File: src/rtl/gauss3x3_mac.sv
// gauss3x3_mac: serial 3x3 Gaussian multiply-accumulate, one tap per cycle.
// Kernel 1 2 1 / 2 4 2 / 1 2 1 as shifts, result >> NORM_SHIFT.
//
// Ports:
//   clk, rst_n             clock, asynchronous active-low reset
//   in_valid/in_ready      window handshake, in_window = p8..p0 (p0 in LSBs)
//   out_valid/out_ready    pixel handshake, out_pixel = filtered pixel
//   busy                   high while accumulating or holding a result
//
// Build option: define GAUSS_EXACT_ADD_EN to replace the approximate
// aba_adder with an exact ACC_W-bit adder. Timing and ports are unchanged.

module aba_adder #(
    parameter int WIDTH = 12
) (
    input  logic [WIDTH-1:0] a_i,
    input  logic [WIDTH-1:0] b_i,
    output logic [WIDTH-1:0] s_o,
    output logic             cout_o
);

`ifdef GAUSS_EXACT_ADD_EN

    assign {cout_o, s_o} = {1'b0, a_i} + {1'b0, b_i};

`else

    // Low nibble is not summed: it is filled with a[3], and a[3] is
    // folded into the upper sum as a carry-in approximation.
    localparam int LO = 4;
    localparam int HW = WIDTH - LO;

    logic [HW:0]   hi;
    logic [LO-1:0] unused_b_lo;

    assign hi = {1'b0, a_i[WIDTH-1:LO]}
              + {1'b0, b_i[WIDTH-1:LO]}
              + {{HW{1'b0}}, a_i[LO-1]};

    assign s_o         = {hi[HW-1:0], {LO{a_i[LO-1]}}};
    assign cout_o      = hi[HW];
    assign unused_b_lo = b_i[LO-1:0];

`endif

endmodule

module gauss3x3_mac #(
    parameter int PIX_W      = 8,
    parameter int ACC_W      = 12,
    parameter int NORM_SHIFT = 4
) (
    input  logic               clk,
    input  logic               rst_n,
    input  logic               in_valid,
    output logic               in_ready,
    input  logic [9*PIX_W-1:0] in_window,
    output logic               out_valid,
    input  logic               out_ready,
    output logic [PIX_W-1:0]   out_pixel,
    output logic               busy
);

    localparam int TAPS = 9;
    localparam int KW   = 4;
    localparam logic [KW-1:0] K_LAST = KW'(TAPS - 1);

    typedef enum logic [1:0] {
        S_IDLE,
        S_ACCUM,
        S_DONE
    } state_t;

    state_t state_q, state_d;

    logic [9*PIX_W-1:0] win_q, win_d;
    logic [ACC_W-1:0]   acc_q, acc_d;
    logic [KW-1:0]      k_q, k_d;
    logic [PIX_W-1:0]   pix_q, pix_d;

    logic [PIX_W-1:0] tap;
    logic [1:0]       wsh;
    logic [ACC_W-1:0] b_opnd;
    logic [ACC_W-1:0] sum;
    logic             unused_cout;
    logic             accept;
    logic             last_tap;

    assign accept   = in_valid && in_ready;
    assign last_tap = (k_q == K_LAST);

    // ---------------- state register ----------------
    always_ff @(posedge clk or negedge rst_n) begin
        if (!rst_n) begin
            state_q <= S_IDLE;
        end else begin
            state_q <= state_d;
        end
    end

    // ---------------- next-state logic ----------------
    always_comb begin
        state_d = state_q;
        unique case (state_q)
            S_IDLE: begin
                if (accept) state_d = S_ACCUM;
            end
            S_ACCUM: begin
                if (last_tap) state_d = S_DONE;
            end
            S_DONE: begin
                if (out_ready) state_d = S_IDLE;
            end
            default: state_d = S_IDLE;
        endcase
    end

    // ---------------- output logic ----------------
    always_comb begin
        in_ready  = 1'b0;
        out_valid = 1'b0;
        busy      = 1'b0;
        unique case (state_q)
            S_IDLE:  in_ready = 1'b1;
            S_ACCUM: busy = 1'b1;
            S_DONE: begin
                out_valid = 1'b1;
                busy      = 1'b1;
            end
            default: in_ready = 1'b1;
        endcase
    end

    assign out_pixel = pix_q;

    // ---------------- tap select and weight ----------------
    // Shift per tap: centre x4, edges x2, corners x1.
    always_comb begin
        tap = '0;
        wsh = 2'd0;
        unique case (k_q)
            4'd0: tap = win_q[0*PIX_W +: PIX_W];
            4'd1: begin
                tap = win_q[1*PIX_W +: PIX_W];
                wsh = 2'd1;
            end
            4'd2: tap = win_q[2*PIX_W +: PIX_W];
            4'd3: begin
                tap = win_q[3*PIX_W +: PIX_W];
                wsh = 2'd1;
            end
            4'd4: begin
                tap = win_q[4*PIX_W +: PIX_W];
                wsh = 2'd2;
            end
            4'd5: begin
                tap = win_q[5*PIX_W +: PIX_W];
                wsh = 2'd1;
            end
            4'd6: tap = win_q[6*PIX_W +: PIX_W];
            4'd7: begin
                tap = win_q[7*PIX_W +: PIX_W];
                wsh = 2'd1;
            end
            4'd8: tap = win_q[8*PIX_W +: PIX_W];
            default: begin
                tap = '0;
                wsh = 2'd0;
            end
        endcase
    end

    assign b_opnd = {{(ACC_W-PIX_W){1'b0}}, tap} << wsh;

    // Accumulator is always the a operand; carry out cannot occur
    // for 8-bit taps (max weighted sum 4080).
    aba_adder #(
        .WIDTH (ACC_W)
    ) u_adder (
        .a_i    (acc_q),
        .b_i    (b_opnd),
        .s_o    (sum),
        .cout_o (unused_cout)
    );

    // ---------------- datapath next state ----------------
    always_comb begin
        win_d = win_q;
        acc_d = acc_q;
        k_d   = k_q;
        pix_d = pix_q;
        unique case (state_q)
            S_IDLE: begin
                if (accept) begin
                    win_d = in_window;
                    acc_d = '0;
                    k_d   = '0;
                end
            end
            S_ACCUM: begin
                acc_d = sum;
                k_d   = k_q + 4'd1;
                // Result register loads with the final sum, so it is
                // valid on the first DONE cycle and held afterwards.
                if (last_tap) begin
                    pix_d = sum[NORM_SHIFT+PIX_W-1:NORM_SHIFT];
                end
            end
            default: ;
        endcase
    end

    // ---------------- datapath registers ----------------
    always_ff @(posedge clk or negedge rst_n) begin
        if (!rst_n) begin
            win_q <= '0;
            acc_q <= '0;
            k_q   <= '0;
            pix_q <= '0;
        end else begin
            win_q <= win_d;
            acc_q <= acc_d;
            k_q   <= k_d;
            pix_q <= pix_d;
        end
    end

endmodule

File: config.mk
export PLATFORM = sky130hd
export DESIGN_NAME = gauss3x3_mac
export DESIGN_NICKNAME = d
export VERILOG_FILES = /design/src/rtl/gauss3x3_mac.sv
export SDC_FILE = /design/constraint.sdc
export NUM_CORES = 1
export LEC_CHECK = 0
export ABC_AREA = 1
export BUFFER_PORTS_ARGS = -buffer_cell sky130_fd_sc_hd__buf_2
export CAP_MARGIN = 5
export CORE_ASPECT_RATIO = 1.1
export CORE_MARGIN = 5
export CORE_UTILIZATION = 48
export DETAILED_ROUTE_END_ITERATION = 6
export GPL_ROUTABILITY_DRIVEN = 0
export PLACE_DENSITY_LB_ADDON = 0.15
export SYNTH_ARGS = -nofsm -noshare
export SYNTH_HDL_FRONTEND = slang
export SYNTH_HIERARCHICAL = 1
export SYNTH_SLANG_ARGS = --single-unit
export TNS_END_PERCENT = 1
File: constraint.sdc
create_clock -name clk -period 7.1 [get_ports clk]
set_clock_uncertainty 0.15 [all_clocks]
set_input_delay 0.355 -clock clk [delete_from_list [all_inputs] [get_ports clk]]
set_output_delay 0.355 -clock clk [all_outputs]
set_load 0.005 [all_outputs]
# Yosys cells after proc, flatten, opt, wreduce, memory -nomap -nowiden
# Cells that the tools add are included.
# totals
regBits	98
in_bits	76
out_inout_bits	11
elab_cells	48
# classes
addsub	3
eq_ne	13
n_shift	1
mux	13
bitwise_logic	1
reduce_logical	11
# ops
operator	count
$pmux 8 s9	1
$pmux 12 s2	1
$eq 4x3->1 const B	4
$mux 12	1
$shl 8x2->12	1
$add 8x1->8	1
$add 8x8->8	1
$eq 4x2->1 const B	2
$pmux 4 s2	1
$mux 2	3
$ne 2x2->1 const B	3
$pmux 2 s3	1
$reduce_and 2->1	3
$reduce_and 3->1	2
$add 4x1->4 const B	1
$eq 4x1->1 const B	1
$eq 4x4->1 const B	1
$logic_not 4->1	1
$mux 4	1
$pmux 2 s2	1
$reduce_or 4->1	1
$mux 1	3
$eq 2x1->1 const B	1
$eq 2x2->1 const B	1
other kinds (5)	5

# Longest topological paths before layout
# Gate-level depths: netlist (run 1).
# logic_depth
word_depth	7
depth_mapped	20
mapped_depth_nobuf	18

# Hierarchy
# The synthesis (run 1) kept the hierarchy.
# modules_own_cells
mod	n_inst	cells_each	area_each_um2	seq_area_each_um2
gauss3x3_mac	1	624	4762.1	2452.4
aba_adder	1	63	414.1	0.0

# Worst setup path before layout (run 1)
# Ideal clock, no wire load.
# synth_path
path_type	register to register
startpoint	register k_q[0]
endpoint	register pix_q[6], in the netlist out_pixel[6]
setup_ps	131
t_arrival_ps	2754
t_required_ps	6819
setup_slack_ps	4066
path_stages_with_launch	21
path_buffers	2
period_less_slack_ps	3034
cell_sequence	dfrtp_1 -> inv_1 -> ha_1 -> clkbuf_1 -> buf_2 -> nand3_1 -> nand2_1 -> nor2_1 -> nand4_1 -> nand3_1 -> nand2_1 -> fa_1 -> fa_1 -> nand2_1 -> nand2_1 -> nand3b_4 -> nand2_1 -> nand2_1 -> nand2_1 -> inv_1 -> o21ai_0
# synth_between
elab_chain_cells	6
word_cells_on_any_way	16
cone_classes	2 x add/sub; 8 x eq/ne; 1 x shift; 2 x mux; 3 x reduce/logical
# synth_lines
item	line	text
from (decl)	78	logic [KW-1:0] k_q, k_d;
from (signal assigned)	223	k_q <= k_d;
$eq 4x3->1 (tied with other cells)	141	unique case (k_q)
$reduce_or 4->1 (no source line)	--	
$pmux 2 s2	141	
$shl 8x2->12 (*)	173	assign b_opnd = {{(ACC_W-PIX_W){1'b0}}, tap} << wsh;
via b_opnd[4]	83	logic [ACC_W-1:0] b_opnd;
$add 8x8->8 (*)	37	+ {1'b0, b_i[WIDTH-1:LO]}
$add 8x1->8 (*)	38	+ {{HW{1'b0}}, a_i[LO-1]};
via sum[10]	84	logic [ACC_W-1:0] sum;
to (signal assigned)	224	pix_q <= pix_d;
to (decl)	79	logic [PIX_W-1:0] pix_q, pix_d;
# Mark *: on every way through the listed nets, which the timed path passes. The rest lies on a longest branch.
# A chain may end at the register's enable or synchronous reset.

# Worst setup path after layout (run 1)
# layout_path
startpoint	register k_q[0]
endpoint	register acc_q[10]
# layout_between
elab_chain_cells	7
word_cells_on_any_way	16
cone_classes	2 x add/sub; 8 x eq/ne; 1 x shift; 3 x mux; 2 x reduce/logical
# layout_lines
item	line	text
$eq 4x3->1 (tied with other cells)	141	
$reduce_or 4->1 (no source line)	--	
$pmux 2 s2	141	
$shl 8x2->12 (*)	173	
via b_opnd[4]	83	
$add 8x8->8 (*)	37	
$add 8x1->8 (*)	38	
via sum[10]	84	
$pmux 12 s2 (*)	192	unique case (state_q)
to (signal assigned)	217	acc_q <= '0;
to (signal assigned)	222	acc_q <= acc_d;
to (decl)	77	logic [ACC_W-1:0] acc_q, acc_d;
# Mark *: on every way through the listed nets, which the timed path passes. The rest lies on a longest branch. The select of a mux whose other input is x is not followed.

==> results of run 1 <==
## flip-flops by register name, summed over array words and instances, names as in the netlist
name,count
k_q,4
out_pixel,8
win_q,63
state_q,2
acc_q,9
## routing by layer
metal,up-vias,part of all wire [%],GRT usage [%],wire (um)
met5,-,0,0,0
met4,0,2.2,7.686,237
met3,17,4.9,3.915,539
met2,96,47,31.62,5145
met1,1835,46,28.18,4998
li1,2022,-,-,-
## power breakdown
group	internal, uW	switching [uW]
Clock	206	179
Combinational	430	790
Sequential	711	135
## worst max-delay path: stages, from the launching register on
cell and delay, ps:
dfrtp_1 420, inv_1 140, ha_1 750, nand3_1 470, nand3_1 200, nand2_1 110, fa_1 420, fa_1 420
nand2_1 80, nand2_1 90, nand3b_4 90, nand3_1 60, nand2_1 70, inv_1 40, o21ai_0 180
## final cells by class
| cell class | instances | area [sq um] | share of cell area [%] |
|---|---|---|---|
| inverter | 45 | 168.9 | 3.263 |
| tap | 117 | 146.4 | 2.828 |
| multi-input combinational | 435 | 2076 | 40.10 |
| clock buffer | 10 | 137.6 | 2.659 |
| clock inverter | 6 | 85.08 | 1.644 |
| sequential | 86 | 2152 | 41.58 |
| timing repair buffer | 80 | 410.4 | 7.928 |
## per-stage QoR
stage          instance area (sq um)  hold slack (ps)  instances  power, uW  util (%)
3_3_place_gp                    4954            311.7        763       2037     53.23
4_1_cts                         5176            11.74        779       2470     55.63
2_1_floorplan                   4559           -90.59        602       1777         -
6_report                        5176            25.23        779       2452     55.63
5_1_grt                         5176            16.55        779       2703     55.63
3_5_place_dp                    4954            314.9        763       2077     53.23
## worst max path at each step
stage	end	slack [ps]	startpoint
global placement	acc_q[10]	3440	k_q[0]
finish	acc_q[10]	3320	k_q[0]
detailed placement	acc_q[10]	3380	k_q[0]
floorplan	out_pixel[6]	4120	k_q[0]
global route	acc_q[10]	2970	k_q[1]
CTS	acc_q[10]	3340	k_q[0]
==> results.sh, run 1 <==
export IMPL_cp_required_ps=7230
export IMPL_cts_max_level=3
export IMPL_worst_r2r_endpoint="acc_q[10]"
export IMPL_dieArea_sq_mm=0.01155
export IMPL_die_w_um=102.9
export IMPL_final_hold_viol_count=0
export IMPL_crit_fanout=22
export IMPL_clk_pin_slew_worst_paths_ps=80
export IMPL_postRouteWirelength_mm=10.92
export IMPL_final_cell_mix="nand2_1 (249), dfrtp_1 (86), buf_2 (76)"
export IMPL_cts_buffers=9
export IMPL_rrSetupSlack_ps=3320
export IMPL_detailed_place_hpwl_mm=7.708
export IMPL_antenna_found_initial=0
export IMPL_netlist_area_sq_mm=0.004559
export IMPL_clockBufferDepth=2
export IMPL_setup_ws_ps=3322
export IMPL_hold_buffers=0
export IMPL_yosys_warnings=6
export IMPL_first_global_vias=3918
export IMPL_clock_sinks=86
export IMPL_syn2layout_area_growth_pct=13.53
export IMPL_dp_slack_ps=3378
export IMPL_maxSlewHeadroom_pct=27.93
export IMPL_layout_drive_gt1_share_pct=16.92
export IMPL_syn_area_per_cell_sq_um=7.574
export IMPL_synthCells=602
export IMPL_grt_first_pass_wirelength_mm=18.64
export IMPL_finalSetupViolations=0
export IMPL_rows=37
export IMPL_grt_usage_pct=20.39
export IMPL_ff2ff_path_depth=14
export IMPL_layout_worst_path_cycle_share_pct=53.22
export IMPL_vias_per_cell=5.096
export IMPL_min_period_ps=3778
export IMPL_grt_max_degree=87
export IMPL_final_common_cell="nand2_1"
export IMPL_io_pins=87
export IMPL_clock_latency_ps=370
export IMPL_ant_nets=0
export IMPL_io_buffer_count=77
export IMPL_start_util_pct=49.00
export IMPL_crit_type="flop to flop"
export IMPL_finalSetupTns_ps=0
export IMPL_fillCellCount=917
export IMPL_post_cts_setup_buffers=0
export IMPL_cts_tree="done"
export IMPL_drv_slew=0
export IMPL_r2r_start="k_q[0]"
export IMPL_ctsResizeCount=0
export IMPL_rsz0062_at_grt="false"
export IMPL_p_leak_uw=0.002862
export IMPL_syn_num_nets=694
export IMPL_wl_per_cell_um=14.02
export IMPL_layout_nets=749
export IMPL_core_area_sq_mm=0.009305
export IMPL_worst_pin_slew_ps=1081
export IMPL_hp_class="input pin to async pin"
export IMPL_startpoint_type="flop"
export IMPL_first_iter_violations=282
export IMPL_cap_viol_max_count=0
export IMPL_outcome="complete, no violations"
export IMPL_die_height_um=112.2
export IMPL_cts_root_buffer="clkbuf_8"
export IMPL_diodes=0
export IMPL_ir_worst_vdd_mv=0.1747
export IMPL_drt_pass1_iter_count=5
export IMPL_fmax_mhz=264.7
export IMPL_arrival_ps=3910
export IMPL_via_count=3970
export IMPL_gr_total_overflow=0
export IMPL_cp_end_kind="flop"
export IMPL_power_density_mw_per_mm2=473.8
export IMPL_drcViolationCount=0
Power figures use the tool's default switching activity.
==> run 2, diff against run 1 <==
==> constraint.sdc (replaced) <==
create_clock -name clk -period 3.6 [get_ports clk]
set_clock_uncertainty 0.15 [all_clocks]
set_input_delay 0.18 -clock clk [delete_from_list [all_inputs] [get_ports clk]]
set_output_delay 0.18 -clock clk [all_outputs]
set_load 0.005 [all_outputs]
==> run 2 against run 1 <==
Final area is 13% higher; combinational power is 110% higher; largest cell class unchanged; first-iteration DRC count decreased by 9.6%.
==> results.sh, run 2 (synthesized netlist as in run 1, its figures left out) <==
export IMPL_outcome="complete, no violations"
export IMPL_via_count=4310
export IMPL_cp_end_kind="flop"
export IMPL_io_pins=87
export IMPL_ff2ff_path_depth=18
export IMPL_grt_first_pass_wirelength_mm=19.71
export IMPL_cts_root_buffer="clkbuf_8"
export IMPL_finalInstanceArea_sq_mm=0.005873
export IMPL_cts_max_level=3
export IMPL_diodes=0
export IMPL_gr_total_overflow=0
export IMPL_regMostFlops="win_q"
export IMPL_hold_end="state_q[1]"
export IMPL_wl_per_cell_um=13.67
export IMPL_clock_sinks=86
export IMPL_final_cell_mix="nand2_1 (249), dfrtp_1 (86), buf_2 (76)"
export IMPL_cp_required_ps=3680
export IMPL_hold_start="out_ready"
export IMPL_arrival_ps=3440
export IMPL_drcViolationCount=0
export IMPL_layout_drive_gt1_share_pct=16.28
export IMPL_rrSetupSlack_ps=240
export IMPL_drv_slew=0
export IMPL_min_path_cells=4
export IMPL_rsz0062_at_grt="false"
export IMPL_crit_type="flop to flop"
export IMPL_hp_class="input pin to flop"
export IMPL_clockBufferDepth=2
export IMPL_grt_usage_pct=21.25
export IMPL_worst_pin_slew_ps=1091
export IMPL_cp_slowest_cell="dfrtp_1"
export IMPL_first_global_vias=4231
export IMPL_detailed_place_hpwl_mm=7.719
export IMPL_die_w_um=102.9
export IMPL_multi_input_area_sq_mm=0.002083
export IMPL_r2r_start="k_q[0]"
export IMPL_ir_worst_vdd_mv=0.3743
export IMPL_seqCellArea_sq_mm=0.002152
export IMPL_finalSetupViolations=0
export IMPL_maxSlewHeadroom_pct=27.27
export IMPL_min_period_ps=3361
export IMPL_power_density_mw_per_mm2=846.7
export IMPL_finalSetupTns_ps=0
export IMPL_vias_per_cell=5.083
export IMPL_cap_viol_max_count=0
export IMPL_clk_pin_slew_worst_paths_ps=80
export IMPL_layout_nets=818
export IMPL_dieArea_sq_mm=0.01155
export IMPL_layout_worst_path_cycle_share_pct=93.36
export IMPL_grt_max_degree=87
export IMPL_io_buffer_count=77
export IMPL_p_leak_uw=0.003160
export IMPL_antenna_found_initial=0
export IMPL_crit_fanout=14
export IMPL_worst_r2r_endpoint="acc_q[10]"
export IMPL_cts_tree="done"
export IMPL_syn2layout_area_growth_pct=28.81
export IMPL_cts_buffers=9
export IMPL_die_height_um=112.2
export IMPL_final_hold_viol_count=0
export IMPL_critical_path_cell_chain="inv_1 > ha_1 > nand3_1 > nand2_1 > nor2_1 > nand4_1 > nand3_1 > nand2_1 > fa_1 > fa_1 > nand2_1 > nand2_1 > nand3b_4 > nand2_1 > nand2_1 > nand2_1 > inv_1 > o21ai_0"
export IMPL_fmax_mhz=297.5
export IMPL_largest_register_ffs=63
export IMPL_start_util_pct=49.00
export IMPL_fillCellCount=811
export IMPL_path_common_cell="nand2_1"
export IMPL_dpl_cell_area_sq_mm=0.004991
export IMPL_core_area_sq_mm=0.009305
export IMPL_first_iter_violations=255
export IMPL_final_common_cell="nand2_1"
export IMPL_rows=37
export IMPL_clock_latency_ps=350
export IMPL_ant_nets=0
export IMPL_startpoint_type="flop"
export IMPL_drt_pass1_iter_count=5
export IMPL_postRouteWirelength_mm=11.60
export IMPL_slowest_delay_ps=410
-- run 2: cell types whose count changed in the layout (fill, tap and decap cells not counted), sizes merged --
cell	previous run	this run
clkinv	2	1
dlygate4sd3	0	64
clkbuf	10	13
clkinvlp	2	0
buf	80	85
-- run 2: how the worst max path moves through the flow --
| stage | start | to | cells past startpoint |
|---|---|---|---|
| 3_3_place_gp | k_q[0] | acc_q[10] | 15 |
| 6_report | k_q[0] | acc_q[10] | 18 |
| 2_1_floorplan | k_q[0] | out_pixel[6] | 20 |
| 5_1_grt | k_q[0] | out_pixel[4] | 16 |
| 3_5_place_dp | k_q[0] | acc_q[10] | 15 |
| 4_1_cts | k_q[0] | out_pixel[6] | 15 |
-- run 2: routing by layer --
layer | global-route usage [%] | routed length, um | up-vias
li1 | - | - | 2170
met1 | 29.34 | 5296 | 1997
met2 | 32.86 | 5417 | 113
met3 | 2.610 | 451 | 30
met4 | 10.28 | 431 | 0
met5 | 0 | 0 | -
-- run 2: worst max-delay path: cells and delay by family (launching register included) --
kind | cells | cell delay (ps)
flip-flops | 1 | 410
adder cells (fa/ha/maj) | 3 | 1200
AND/OR/NAND/NOR | 12 | 1200
buffers and inverters | 2 | 170
AO/OA/AOI/OAI | 1 | 80
-- run 2: final cells by class --
cell class	count	area share, %
timing repair buffer	149	18.53
tap	117	2.493
multi-input combinational	435	35.47
clock inverter	3	1.108
inverter	45	2.876
clock buffer	13	2.876
sequential	86	36.64
-- run 2: timing repair --
item	4_1_cts	5_1_grt
gates resized for setup	0	3
endpoints found under the hold margin	149	0
hold buffers	64	0
buffers inserted	0	0
setup endpoints to repair	0	6
-- run 2: report_power, final --
| group | leakage, uW | switching (uW) | internal (uW) |
|---|---|---|---|
| sequential | 0.00109 | 255 | 1400 |
| combinational | 0.00195 | 1590 | 938 |
| clock | 0.000120 | 339 | 447 |
| total | 0.00316 | 2180 | 2790 |
-- run 2: per-stage QoR --
step	total power (uW)	instances	setup slack, ps	hold WS, ps	utilization (%)
after floorplan	3504	602	618.5	-265.6	-
after global placement	4056	768	271.8	224.9	53.64
after detailed placement	4127	768	209.6	226.5	53.64
after CTS	4981	848	198.4	49.30	63.04
after global routing	5436	848	10.90	84.34	63.12
final	4973	848	239.0	62.42	63.12
==> run 3, diff against run 2 <==
--- a/config.mk
+++ b/config.mk
@@ -10,7 +10,7 @@
 export CAP_MARGIN = 5
 export CORE_ASPECT_RATIO = 1.1
 export CORE_MARGIN = 5
-export CORE_UTILIZATION = 48
+export CORE_UTILIZATION = 43
 export DETAILED_ROUTE_END_ITERATION = 6
 export GPL_ROUTABILITY_DRIVEN = 0
 export PLACE_DENSITY_LB_ADDON = 0.15
==> run 3 against run 2 <==
Power up 5.5%; clock-buffer cell count down 4; global-route usage down 1.0 points; die area up 11%; combinational power about the same; register-to-register slack worse by 50 ps; sequential share of layout area down 0.82 points; sequential cell count unchanged; setup slack worse by 49 ps; critical path type unchanged; largest cell class unchanged; highest routed layer unchanged.
==> results.sh, run 3 (synthesized netlist as in run 1, its figures left out) <==
export IMPL_outcome="complete, no violations"
export IMPL_syn2layout_area_growth_pct=31.75
export IMPL_io_pins=87
export IMPL_cts_buffers=9
export IMPL_p_leak_uw=0.003207
export IMPL_r2r_start="k_q[3]"
export IMPL_first_iter_violations=237
export IMPL_worst_pin_slew_ps=1059
export IMPL_cp_end_kind="flop"
export IMPL_final_cell_mix="nand2_1 (249), dfrtp_1 (86), buf_2 (76)"
export IMPL_diodes=0
export IMPL_min_period_ps=3410
export IMPL_vias_per_cell=4.966
export IMPL_cp_required_ps=3710
export IMPL_die_height_um=118.0
export IMPL_setup_ws_ps=189.7
export IMPL_final_common_cell="nand2_1"
export IMPL_cp_endpoint="acc_q[10]"
export IMPL_ant_nets=0
export IMPL_rsz0062_at_grt="false"
export IMPL_postRouteWirelength_mm=12.08
export IMPL_die_w_um=108.2
export IMPL_hp_class="input pin to flop"
export IMPL_clock_latency_ps=340
export IMPL_largest_register_ffs=63
export IMPL_clock_sinks=86
export IMPL_first_global_vias=4258
export IMPL_dp_slack_ps=174.0
export IMPL_clockBufferDepth=2
export IMPL_layout_nets=818
export IMPL_drcViolationCount=0
export IMPL_hold_start="out_ready"
export IMPL_layout_drive_gt1_share_pct=16.28
export IMPL_arrival_ps=3520
export IMPL_layout_worst_path_cycle_share_pct=94.73
export IMPL_startpoint_type="flop"
export IMPL_ff2ff_path_depth=16
export IMPL_dieArea_sq_mm=0.01276
export IMPL_core_area_sq_mm=0.01039
export IMPL_start_util_pct=43.87
export IMPL_cts_root_buffer="clkbuf_16"
export IMPL_io_buffer_count=77
export IMPL_wl_per_cell_um=13.83
export IMPL_worst_r2r_endpoint="acc_q[10]"
export IMPL_worstSetupStartpoint="k_q[3]"
export IMPL_fmax_mhz=293.2
export IMPL_rrSetupSlack_ps=190
export IMPL_crit_fanout=19
export IMPL_ir_worst_vdd_mv=0.4678
export IMPL_antenna_found_initial=0
export IMPL_totalPowerFinal_uw=5245
export IMPL_detailed_place_hpwl_mm=8.078
export IMPL_finalSetupViolations=0
export IMPL_clk_pin_slew_worst_paths_ps=60
export IMPL_drv_slew=0
export IMPL_finalSetupTns_ps=0
export IMPL_cts_tree="done"
export IMPL_rows=39
export IMPL_power_density_mw_per_mm2=873.1
export IMPL_drt_pass1_iter_count=5
export IMPL_grt_first_pass_wirelength_mm=20.57
export IMPL_maxSlewHeadroom_pct=29.37
export IMPL_cts_max_level=3
export IMPL_final_hold_viol_count=0
export IMPL_cap_viol_max_count=0
export IMPL_grt_max_degree=73
export IMPL_via_count=4340
export IMPL_gr_total_overflow=0
export IMPL_grt_usage_pct=20.21
export IMPL_crit_type="flop to flop"
export IMPL_regMostFlops="win_q"
-- run 3: how the worst min path moves through the flow --
stage | cells after the start | endpoint
global placement | 1 | win_q[45]
finish | 4 | state_q[1]
global route | 4 | state_q[0]
floorplan | 0 | acc_q[10]
detailed placement | 1 | win_q[14]
CTS | 4 | state_q[1]
-- run 3: timing repair --
action	in CTS	in global routing
gates resized for setup	0	2
hold buffers	64	0
setup endpoints to repair	0	10
setup buffers	0	0
endpoints found under the hold margin	134	0
-- run 3: worst max-delay path: stages (launching register included) --
cell	delay (ps)
dfrtp_1	630
inv_2	270
nand3_1	180
nor2_1	60
nor2_1	200
nand4_1	160
nand3_1	120
nand2_1	80
fa_1	410
fa_1	410
nand2_1	90
nand2_1	100
nand3b_4	100
nand3_1	70
nand2_1	70
inv_1	40
o21ai_0	170
-- run 3: metal layers --
metal	up-vias	routed length (um)	GRT usage (%)	part of all wire, %
li1	2176	-	-	-
met4	0	400	9.155	3.3
met1	1992	5311	26.79	44
met5	-	0	0	0
met2	142	5758	32.00	48
met3	30	613	3.620	5.1
-- run 3: per-stage QoR --
stage	instance area (sq um)	instances	utilization (%)	hold WS, ps
5_1_grt	6007	874	57.79	118.3
6_report	6007	874	57.79	81.18
3_5_place_dp	5024	794	48.33	223.9
2_1_floorplan	4559	602	-	-265.6
3_3_place_gp	5024	794	48.33	226.1
4_1_cts	6002	874	57.75	73.15
-- run 3: area by class of cell --
cell class | instances | area, sq um
clock buffer | 9 | 225.2
clock inverter | 7 | 112.6
fill | 957 | 4387
inverter | 45 | 168.9
multi-input combinational | 435 | 2081
sequential | 86 | 2152
tap | 143 | 178.9
timing repair buffer | 149 | 1089
-- run 3: power by group --
group / total [uW] / internal, uW / switching (uW)
Combinational: 2500 / 931 / 1570
Clock: 1060 / 674 / 382
Sequential: 1690 / 1410 / 285
